### src/rtl/demux1x3_stream.sv
// ----------------------------------------------------------------------------
// demux1x3_stream: steers each 64-bit input word to one of three registered
// output slots by its 2-bit destination; destination 2'b11 is dropped and
// counted. Revision: 1.0
// ----------------------------------------------------------------------------
`default_nettype none

module demux1x3_stream #(
  parameter int DW   = 64,
  parameter int CNTW = 16
) (
  input  logic            clk,
  input  logic            rst_n,
  input  logic            in_valid,
  output logic            in_ready,
  input  logic [DW-1:0]   in_data,
  input  logic [1:0]      in_sel,
  output logic            out0_valid,
  input  logic            out0_ready,
  output logic [DW-1:0]   out0_data,
  output logic            out1_valid,
  input  logic            out1_ready,
  output logic [DW-1:0]   out1_data,
  output logic            out2_valid,
  input  logic            out2_ready,
  output logic [DW-1:0]   out2_data,
  output logic            err_sticky,
  input  logic            err_clr,
  output logic [CNTW-1:0] drop_cnt
);

  localparam logic [1:0] c_SEL_DROP = 2'b11;

  logic [2:0]          vld_q;
  logic [2:0]          vld_d;
  logic [2:0][DW-1:0]  data_q;
  logic [2:0][DW-1:0]  data_d;
  logic                err_q;
  logic                err_d;
  logic [CNTW-1:0]     cnt_q;
  logic [CNTW-1:0]     cnt_d;

  logic [2:0] out_rdy;
  logic [2:0] slot_free;
  logic       accept;
  logic       drop;

  assign out_rdy = {out2_ready, out1_ready, out0_ready};

  // A slot can take a new word when empty or when its current word leaves
  // this very cycle, which keeps a streaming port at one word per cycle.
  assign slot_free = ~vld_q | out_rdy;

  always_comb begin
    in_ready = 1'b1;
    case (in_sel)
      2'd0:    in_ready = slot_free[0];
      2'd1:    in_ready = slot_free[1];
      2'd2:    in_ready = slot_free[2];
      default: in_ready = 1'b1;
    endcase
  end

  assign accept = in_valid && in_ready;
  assign drop   = accept && (in_sel == c_SEL_DROP);

  always_comb begin
    vld_d  = vld_q;
    data_d = data_q;
    for (int i = 0; i < 3; i++) begin
      if (accept && (in_sel == 2'(i))) begin
        vld_d[i]  = 1'b1;
        data_d[i] = in_data;
      end else if (vld_q[i] && out_rdy[i]) begin
        vld_d[i] = 1'b0;
      end
    end
  end

  // A drop in the same cycle as err_clr wins: it restarts the count at one.
  always_comb begin
    err_d = err_q;
    cnt_d = cnt_q;
    if (drop) begin
      err_d = 1'b1;
      if (err_clr) begin
        cnt_d = CNTW'(1);
      end else if (cnt_q != {CNTW{1'b1}}) begin
        cnt_d = cnt_q + CNTW'(1);
      end
    end else if (err_clr) begin
      err_d = 1'b0;
      cnt_d = '0;
    end
  end

  always_ff @(posedge clk or negedge rst_n) begin
    if (!rst_n) begin
      vld_q  <= '0;
      data_q <= '0;
      err_q  <= 1'b0;
      cnt_q  <= '0;
    end else begin
      vld_q  <= vld_d;
      data_q <= data_d;
      err_q  <= err_d;
      cnt_q  <= cnt_d;
    end
  end

  assign out0_valid = vld_q[0];
  assign out1_valid = vld_q[1];
  assign out2_valid = vld_q[2];
  assign out0_data  = data_q[0];
  assign out1_data  = data_q[1];
  assign out2_data  = data_q[2];
  assign err_sticky = err_q;
  assign drop_cnt   = cnt_q;

endmodule

`default_nettype wire

### config.mk
export PLATFORM = sky130hd
export DESIGN_NAME = demux1x3_stream
export DESIGN_NICKNAME = d
export VERILOG_FILES = /design/src/rtl/demux1x3_stream.sv
export SDC_FILE = /design/constraint.sdc
export NUM_CORES = 1
export LEC_CHECK = 0
export ABC_AREA = 1
export CORE_MARGIN = 10
export CORE_UTILIZATION = 42
export DETAILED_ROUTE_END_ITERATION = 12
export PLACE_DENSITY = 0.82
export SYNTH_ARGS = -nofsm -noshare
export SYNTH_HDL_FRONTEND = slang
export SYNTH_SLANG_ARGS = --single-unit
### constraint.sdc
create_clock -name clk -period 1.5 [get_ports clk]
set_input_delay 0.225 -clock clk [delete_from_list [all_inputs] [get_ports clk]]
set_output_delay 0.225 -clock clk [all_outputs]
set_load 0.05 [all_outputs]
==> results of run 1 <==
## flip-flops by register name, indices dropped and copies added (netlist names)
| name | cells |
|---|---|
| out0_data | 64 |
| out1_data | 64 |
| out2_data | 64 |
| drop_cnt | 16 |
| vld_q | 3 |
| err_sticky | 1 |
## cell type report
| type | count | area, sq um | share of cell area |
|---|---|---|---|
| sequential | 212 | 5320 | 0.374 |
| timing repair buffer | 390 | 4270 | 0.300 |
| multi-input combinational | 712 | 3450 | 0.242 |
| clock buffer | 30 | 652 | 0.0458 |
| tap | 275 | 344 | 0.0242 |
| clock inverter | 8 | 126 | 0.00887 |
| inverter | 22 | 82.6 | 0.00580 |
## tightest hold or removal path, stage by stage
cell and delay (ps):
buf_6 150, a31oi_1 110, inv_1 50
## repair_timing
item,4_1_cts,5_1_grt
gates cloned,7,2
hold endpoints to repair,34,0
setup endpoints to repair,26,211
hold buffers,1,0
resized for setup,22,19
pin swaps,5,8
buffers inserted,7,12
## cells in the mapped netlist (all sizes together)
master / number
xor2: 5
nand2: 458
dfrtp: 212
xnor2: 3
o21ai: 5
a31oi: 1
clkbuf: 36
a21oi: 1
inv: 22
buf: 50
nor3: 1
nor2: 20
ha: 1
nand4: 199
nand3: 16
o21bai: 1
## routing by layer
| layer | vias up | track usage | share of wire |
|---|---|---|---|
| li1 | 4135 | - | - |
| met1 | 4477 | 0.274 | 0.38 |
| met2 | 490 | 0.391 | 0.49 |
| met3 | 61 | 0.0883 | 0.11 |
| met4 | 0 | 0.0664 | 0.025 |
| met5 | - | 0 | 0 |
## power by group through the flow
stage | clock [mW] | combinational [mW] | sequential (mW)
global placement | 0 | 8.39 | 7.61
CTS | 5.96 | 8.64 | 7.57
detailed placement | 0 | 8.51 | 7.63
finish | 5.91 | 8.64 | 7.58
global route | 6.21 | 9.05 | 7.70
floorplan | 0 | 1.19 | 11.3
## cell families after synthesis
| group | share of synthesized area |
|---|---|
| simple gates | 0.348 |
| flops | 0.587 |
| buf+inv | 0.0509 |
| compound gates | 0.00526 |
| xor+xnor | 0.00775 |
| fa+ha+maj | 0.00138 |
## path summary, 6_finish.rpt
check                      cells after the start          start             to  slack, ps
min                                            3       in_valid       vld_q[2]         80
min reg2reg                                    2  out0_data[13]  out0_data[13]        470
max reg2reg                                   10       vld_q[2]  out2_data[35]       -160
min in group asynchronous                      2          rst_n  out0_data[54]        240
max in group asynchronous                      3          rst_n  out1_data[17]        670
max                                            5       vld_q[2]       in_ready       -230
## stage by stage
| stage | cell area (sq um) | TNS, ps | power [mW] | util | cells |
|---|---|---|---|---|---|
| after floorplan | 9130 | -1170 | 12.5 | - | 1031 |
| after global placement | 12900 | -69910 | 16.0 | 0.611 | 1582 |
| after detailed placement | 12900 | -77890 | 16.1 | 0.611 | 1582 |
| after CTS | 14000 | -19080 | 22.2 | 0.664 | 1635 |
| after global routing | 14200 | -30300 | 23.0 | 0.675 | 1649 |
| final | 14200 | -19850 | 22.1 | 0.675 | 1649 |
==> out/summary.txt, run 1 <==
Worst slew margin relative to its limit - 0.707
Pint - 13.1 mW
Filler instances - 1,548
Cell type with the largest total area after synthesis - dfrtp_1
Maximum buffer depth of the clock tree - 3
Max-cap check violation count - 0
Number of register bits inferred by synthesis - 212
Total vias in the final route - 9,163
Vias/cell - 5.56
Total number of nets in the final design - 1,435
Cell Pwr Density - 1550 mW/mm^2
Switching component of the power - 9.00 mW
Num CTS Buffers - 23
Post-route DRC violation count - 0
Min setup slack post-route - -228 ps
Number of standard cells after synthesis - 1,031
Tightest hold margin - 75.5 ps
Slew at the pin with the worst max-slew slack - 440 ps
Switching power as a share of total power - 0.407
Wire length of the first global-routing pass - 53.2 mm
Maximum achievable frequency - 579 MHz
Total track usage - 0.233
Worst-path cell chain - nand2_2 > o21ai_2 > nand3_4 > buf_12 > buf_12
Kind of end point of the critical path - output pin
Netlist area before placement - 0.00904 sq mm
Number of search-and-repair iterations in the first detailed-routing pass - 7
Proportion of netlist area held by the largest area contributor - 0.587
Max-slew violation count - 0
Leading post-synthesis cells by cell area - dfrtp_1 (59%), nand2_1 (19%), nand4_1 (14%)
Most common cell type on the critical path - buf_12
Setup repair after global routing missed its margin - yes
Worst Path Required - 1270 ps
Synthesis warning total - 0
Global route overflow - 0
Initial DRC count - 631
CP max FO - 2
Count of input and output buffers - 285
Failing checks - setup timing
Cell with the largest stage delay on the worst path - dfrtp_2
Root Driver - clkbuf_16
Period utilisation layout - 1.15
TritonCTS clock tree - yes
Final critical-path required period - 1730 ps
Final worst clock skew - 10.4 ps
Vias in the first global route - 9,199
Count of final hold-check violations - 0
Initial core utilization - 0.429
Slowest stage delay, CP - 370 ps
Ant diodes - 0
Distinct cells, synth - 24
Top-level port count - 286
Comb power frac - 0.390
Setup slack at placement - -421 ps
Classification of the worst-slack hold path - input pin to register
Fraction of the yosys area taken by sequential cells - 0.587
Final ANT Viol Nets - 0
Clock power frac - 0.267
Crit start category - register
Most common cell after layout, fill and taps aside - nand2_1
Syn Nets - 1,105
Count of endpoints failing setup in the final report - 195
Area growth from synthesis to final layout - 57.5%
Critical path buffer and inverter count - 2
Std cell rows - 53
CTS HTree Levels - 1
Flop pwr share - 0.343
Largest net degree at the start of global routing - 92
Peak supply drop - 1.20 mV
Status - finished with violations
Die width - 167 microns
Commonest cells after routing, fill and taps aside - nand2_1 (455), buf_4 (222), nand4_1 (199)
Placeable core region - 0.0211 sq mm
Layout cells sized above 1 - 0.288
Type of the worst setup path - register to output pin
CTS Sinks - 212
Number of antenna violations at the first check in global routing - 0
Dpl hpwl - 23.3 mm
CP Data Arrival Time - 1500 ps
Last weighted congestion value of the routability-driven placer - 0.877
Mean cell area of the mapped netlist - 8.77 sq um
Clk Latency, worst-skew pair - 500 ps
Total wire length after detailed routing - 34.6 mm
Static Leak - 7.35 nW
Post-detailed-route wirelength per cell - 21.0 microns
Family with the most delay on the worst path - flip-flops
Area enclosed by the die boundary - 0.0278 sq mm
Clock-pin slew reported for the worst setup and hold paths after clock tree synthesis - 60 ps
Die Height - 167 microns
Note: power is estimated with default switching activity, not from simulation.
==> inputs of run 2 (changes only) <==
- CORE_UTILIZATION: 42 -> 47
- PLACE_DENSITY: 0.82 -> 0.87
- clock period: 1.5 -> 1.6 ns (I/O delays scaled with it)
==> run 2 against run 1 <==
The flow still finishes with violations (setup timing); clock power is 4.9% lower; critical path depth unchanged; clock-buffer cell count rose by 1; combinational power decreased by 12%; setup slack gained 110 ps; cell area down 6.9%.
==> out/summary.txt, run 2 (synthesis results as in run 1) <==
Clock-pin slew reported for the worst setup and hold paths after clock tree synthesis - 60 ps (about the same)
Classification of the worst-slack hold path - input pin to register
Final ANT Viol Nets - 0 (unchanged)
Layout cells sized above 1 - 0.268 (-0.0200)
Top-level port count - 286 (unchanged)
TritonCTS clock tree - yes
Die Height - 159 microns (-4.8%)
Num CTS Buffers - 22 (-4.3%)
Total number of nets in the final design - 1,404 (-2.2%)
Placed cell count - 1,556 (-1.6%)
Fraction of met3 tracks used by global routing - 0.0861 (-0.00218)
Origin of the critical flop-to-flop path - vld_q[2]
Count of final hold-check violations - 0 (unchanged)
Global route overflow - 0 (unchanged)
Peak supply drop - 1.13 mV (-5.9%)
Vias in the first global route - 8,869 (-3.6%)
Initial DRC count - 672 (+6.5%)
Slew at the pin with the worst max-slew slack - 472 ps (+32.2 ps)
Vias/cell - 5.60 (+0.71%)
Clk Latency, worst-skew pair - 490 ps (about the same)
Met2 track demand over resource - 0.401 (+0.0106)
Period utilisation layout - 1.07
Total vias in the final route - 8,999 (-1.8%)
Dpl hpwl - 22.8 mm (-2.4%)
Area enclosed by the die boundary - 0.0252 sq mm (-9.4%)
Maximum buffer depth of the clock tree - 3 (unchanged)
Placeable core region - 0.0188 sq mm (-11%)
Cell Pwr Density - 1530 mW/mm^2 (-1.5%)
CTS Sinks - 212 (unchanged)
CTS HTree Levels - 1 (unchanged)
Most common cell after layout, fill and taps aside - nand2_1
Final worst clock skew - 8.18 ps (-2.25 ps)
Crit start category - register
Maximum achievable frequency - 582 MHz
Number of search-and-repair iterations in the first detailed-routing pass - 5 (-2)
Min setup slack post-route - -118 ps (+110 ps)
CP Data Arrival Time - 1480 ps (-20 ps)
CP max FO - 2 (unchanged)
Failing checks - setup timing
Area growth from synthesis to final layout - 46.6%
Non-filler cells in the finished layout - 1,608 (-2.5%)
Root Driver - clkbuf_16
Setup repair after global routing missed its margin - yes
Count of input and output buffers - 285 (unchanged)
Wire length of the first global-routing pass - 49.2 mm (-7.4%)
Number of antenna violations at the first check in global routing - 2 (+2)
Setup slack at placement - -359 ps (+61.5 ps)
Total track usage - 0.248 (+0.0143)
Kind of end point of the critical path - output pin
Largest net degree at the start of global routing - 106 (+15%)
Worst Path Required - 1360 ps (+90 ps)
Worst Min Path Start - in_valid
Type of the worst setup path - register to output pin
Launch point of the worst path - vld_q[2]
Worst slew margin relative to its limit - 0.685 (-0.0215)
Max-cap check violation count - 0 (unchanged)
Static Leak - 6.97 nW (-5.1%)
Filler instances - 1,335 (-14%)
Post-route DRC violation count - 0 (unchanged)
Met1 layer usage reported by global route - 0.298 (+0.0244)
Final critical-path required period - 1720 ps
Total wire length after detailed routing - 32.9 mm (-4.9%)
Die width - 159 microns (-4.8%)
Post-detailed-route wirelength per cell - 20.5 microns (-2.5%)
Std cell rows - 50 (-5.7%)
Commonest cells after routing, fill and taps aside - nand2_1 (456), buf_4 (256), nand4_1 (199)
GRT busiest layer - met2
Last weighted congestion value of the routability-driven placer - 0.881 (+0.43%)
Max-slew violation count - 0 (unchanged)
Count of endpoints failing setup in the final report - 7 (-96%)
Status - finished with violations
Initial core utilization - 0.480 (+0.0514)
==> run 2: cell types whose count changed in the layout (fill, tap and decap cells not counted), sizes merged <==
| cell | change |
|---|---|
| bufinv | +1 |
| clkinv | -1 |
| nand2 | -1 |
| clkinvlp | +1 |
| diode | +2 |
| buf | -31 |
| clkbuf | +3 |
==> run 2: what timing repair did <==
action	CTS	global route
cloned	1	3
hold endpoints to repair	43	0
buffers inserted	5	1
hold buffers	1	0
setup endpoints to repair	1	30
pin swaps	4	5
resized for setup	3	11
==> run 2: report_power, final <==
part	switching [mW]	internal [mW]
Combinational	5.51	2.13
Sequential	0.647	6.38
Clock	2.12	3.50
==> run 2: worst paths after layout <==
kind                                  to  slack (ps)  cells after the start
max                             in_ready        -120                      5
min                         out1_data[4]         220                      4
max reg2reg                out0_data[11]          20                      8
min reg2reg                out1_data[44]         470                      2
max in group asynchronous   out0_data[5]         690                      3
min in group asynchronous  out0_data[50]         270                      2
==> run 2: critical path, stage by stage, from the launching register on <==
cell     delay (ps)
dfrtp_2         370
nand2_2          70
o21ai_2         160
nand3_4         100
buf_12          140
buf_12          140
==> run 2: area by class of cell <==
type | instances | area (sq um) | share of cell area
clock buffer | 31 | 656 | 0.0495
inverter | 22 | 82.6 | 0.00623
multi-input combinational | 711 | 3400 | 0.257
sequential | 212 | 5320 | 0.402
tap | 260 | 325 | 0.0245
clock inverter | 9 | 148 | 0.0111
antenna | 2 | 5.00 | 0.000378
timing repair buffer | 361 | 3310 | 0.250
==> run 2: metal layers <==
metal	part of all wire	vias to the layer above	wire, microns
li1	-	4067	-
met1	0.37	4376	12200
met4	0.035	0	1150
met2	0.48	485	15800
met5	0	-	0
met3	0.12	71	3800
==> run 2: metrics by stage <==
step,area (sq um),TNS [ps],power (mW),util,hold WS (ps)
after floorplan,9100,-10.9,11.7,-,-55.6
after global placement,12200,-52500,14.5,0.649,229
after detailed placement,12200,-64290,14.6,0.649,232
after CTS,13100,-133,20.3,0.697,196
after global routing,13300,-2130,21.0,0.704,225
final,13300,-132,20.3,0.704,216
==> inputs of run 3 (changes only) <==
- SKIP_CTS_REPAIR_TIMING: not set -> 1
==> run 3 against run 2 <==
The run still ends with setup timing left; global-route usage down 0.24 points; clock power is essentially flat; core utilization decreased by 0.44 points; fmax shrank 1.5%; highest routed layer unchanged.
==> out/summary.txt, run 3 (synthesis results as in run 1) <==
Status - finished with violations
Failing checks - setup timing
Maximum buffer depth of the clock tree - 3 (unchanged)
Type of the worst setup path - input pin to output pin
Initial core utilization - 0.480 (unchanged)
CP Depth - 7 (+2)
Vias in the first global route - 8,840 (-0.33%)
Total wire length after detailed routing - 32.2 mm (-2.2%)
Cell count of the worst reg-to-reg path - 9 (+1)
Number of search-and-repair iterations in the first detailed-routing pass - 4 (-1)
Utilization after layout - 0.699 (-0.00439)
Number of antenna violations at the first check in global routing - 2 (unchanged)
Dpl hpwl - 22.8 mm (unchanged)
Crit start category - input pin
Die width - 159 microns (unchanged)
Top-level port count - 286 (unchanged)
Maximum achievable frequency - 573 MHz (-1.5%)
Clock-pin slew reported for the worst setup and hold paths after clock tree synthesis - 60 ps (about the same)
Count of input and output buffers - 285 (unchanged)
Count of endpoints failing setup in the final report - 1 (-6)
Slew at the pin with the worst max-slew slack - 498 ps (+25.7 ps)
Total vias in the final route - 8,951 (-0.53%)
Pint - 12.0 mW (-0.14%)
Total Negative Setup Slacks - -145 ps (-13.3 ps)
Slowest stage delay, CP - 550 ps (+180 ps)
Max-slew violation count - 0 (unchanged)
Placeable core region - 0.0188 sq mm (unchanged)
Setup slack at placement - -359 ps (unchanged)
Final ANT Viol Nets - 0 (unchanged)
Filler instances - 1,345 (+0.75%)
Capture point of the worst reg-to-reg path - out0_data[51]
Total track usage - 0.245 (-0.00245)
Placed cell area - 0.0122 sq mm (unchanged)
Launch point of the worst path - in_sel[0]
Worst-path cell chain - clkdlybuf4s50_1 > buf_4 > nor2_4 > o21ai_2 > nand3_4 > buf_12 > buf_12
Critical path buffer and inverter count - 4 (+2)
Final critical-path required period - 1750 ps (+26.9 ps)
Switching component of the power - 8.24 mW (-0.53%)
Classification of the worst-slack hold path - input pin to register
Post-detailed-route wirelength per cell - 20.0 microns (-2.2%)
Static Leak - 6.93 nW (-0.52%)
Endpoint of the worst setup timing path - in_ready
CTS HTree Levels - 1 (unchanged)
Max-cap check violation count - 0 (unchanged)
Period utilisation layout - 1.09 (+0.0168)
Area growth from synthesis to final layout - 45.7%
Post-route DRC violation count - 0 (unchanged)
Vias/cell - 5.56 (-0.60%)
Root Driver - clkbuf_16
Final worst clock skew - 13.7 ps (+5.55 ps)
CP Data Arrival Time - 1510 ps (+30 ps)
Flop pwr share - 0.347 (about the same)
Min setup slack post-route - -145 ps (-26.9 ps)
Most common cell type on the critical path - buf_12
Die Height - 159 microns (unchanged)
Peak supply drop - 1.15 mV (+1.4%)
Area enclosed by the die boundary - 0.0252 sq mm (unchanged)
CTS Sinks - 212 (unchanged)
Register-to-register setup slack - 70 ps (+50 ps)
Comb power frac - 0.376 (about the same)
Largest net degree at the start of global routing - 106 (unchanged)
Non-filler cells in the finished layout - 1,609 (+0.062%)
CP max FO - 6 (+4)
Total number of nets in the final design - 1,405 (+0.071%)
Cell with the largest stage delay on the worst path - clkdlybuf4s50_1
Placed cell count - 1,556 (unchanged)
Global route overflow - 0 (unchanged)
Family with the most delay on the worst path - buffers and inverters
Setup repair after global routing missed its margin - yes
Clk Latency, worst-skew pair - 500 ps (about the same)
Final design area excluding fillers - 0.0132 sq mm (-0.62%)
Worst Path Required - 1360 ps (about the same)
Switching power as a share of total power - 0.407 (-0.000934)
Cell Pwr Density - 1540 mW/mm^2 (+0.32%)
Initial DRC count - 624 (-7.1%)
Last weighted congestion value of the routability-driven placer - 0.881 (unchanged)
Origin of the critical flop-to-flop path - vld_q[2]
Layout cells sized above 1 - 0.268 (about the same)
Most common cell after layout, fill and taps aside - nand2_1
Wire length of the first global-routing pass - 48.9 mm (-0.77%)
Std cell rows - 50 (unchanged)
Count of final hold-check violations - 0 (unchanged)
Clock power frac - 0.277 (about the same)
Kind of end point of the critical path - output pin
Commonest cells after routing, fill and taps aside - nand2_1 (456), buf_4 (262), nand4_1 (199)
Num CTS Buffers - 22 (unchanged)
Worst slew margin relative to its limit - 0.668 (-0.0172)
TritonCTS clock tree - yes
-- run 3: cell types whose count changed in the layout (fill, tap and decap cells not counted), moves of 2 or more --
cell	previous run	this run
buf_4	256	262
buf_6	3	1
clkbuf_16	26	24
o21ai_2	1	3
o21ai_4	2	0
-- run 3: area by class of cell --
cell class	count	area (sq um)	area share
clock buffer	31	656	0.0498
clock inverter	9	148	0.0112
tap	260	325	0.0247
multi-input combinational	711	3380	0.257
timing repair buffer	362	3250	0.247
inverter	22	82.6	0.00627
sequential	212	5320	0.404
antenna	2	5.00	0.000380
-- run 3: how the worst min path moves through the flow --
| stage | slack, ps | startpoint | to | depth (start not counted) |
|---|---|---|---|---|
| finish | 210 | in_valid | out1_data[4] | 4 |
| global route | 220 | in_valid | out1_data[4] | 4 |
| global placement | 230 | rst_n | out0_data[51] | 1 |
| detailed placement | 230 | rst_n | out0_data[50] | 1 |
| CTS | -290 | rst_n | out0_data[50] | 1 |
| floorplan | -60 | rst_n | drop_cnt[0] | 0 |
-- run 3: tightest hold or removal path: stages --
cell     delay [ps]
buf_6           120
nand3_2         140
nand2_1         100
nand2_1          70
-- run 3: per-stage QoR --
stage | hold WS, ps | total power, mW
after CTS | -295 | 20.3
after detailed placement | 232 | 14.6
after global placement | 229 | 14.5
final | 212 | 20.2
after global routing | 222 | 21.0
after floorplan | -55.6 | 11.7
-- run 3: power groups by stage --
stage | sequential (mW) | clock, mW | combinational (mW)
after floorplan | 10.6 | 0 | 1.11
after global placement | 7.04 | 0 | 7.46
after detailed placement | 7.06 | 0 | 7.59
after CTS | 7.01 | 5.67 | 7.60
after global routing | 7.13 | 5.91 | 7.97
final | 7.02 | 5.61 | 7.61
-- run 3: metal layers --
layer,track usage,up-vias,wire (microns)
met4,0.0895,0,1130
met1,0.295,4378,12100
met3,0.0855,66,3580
met2,0.399,440,15300
li1,-,4067,-
met5,0,-,0
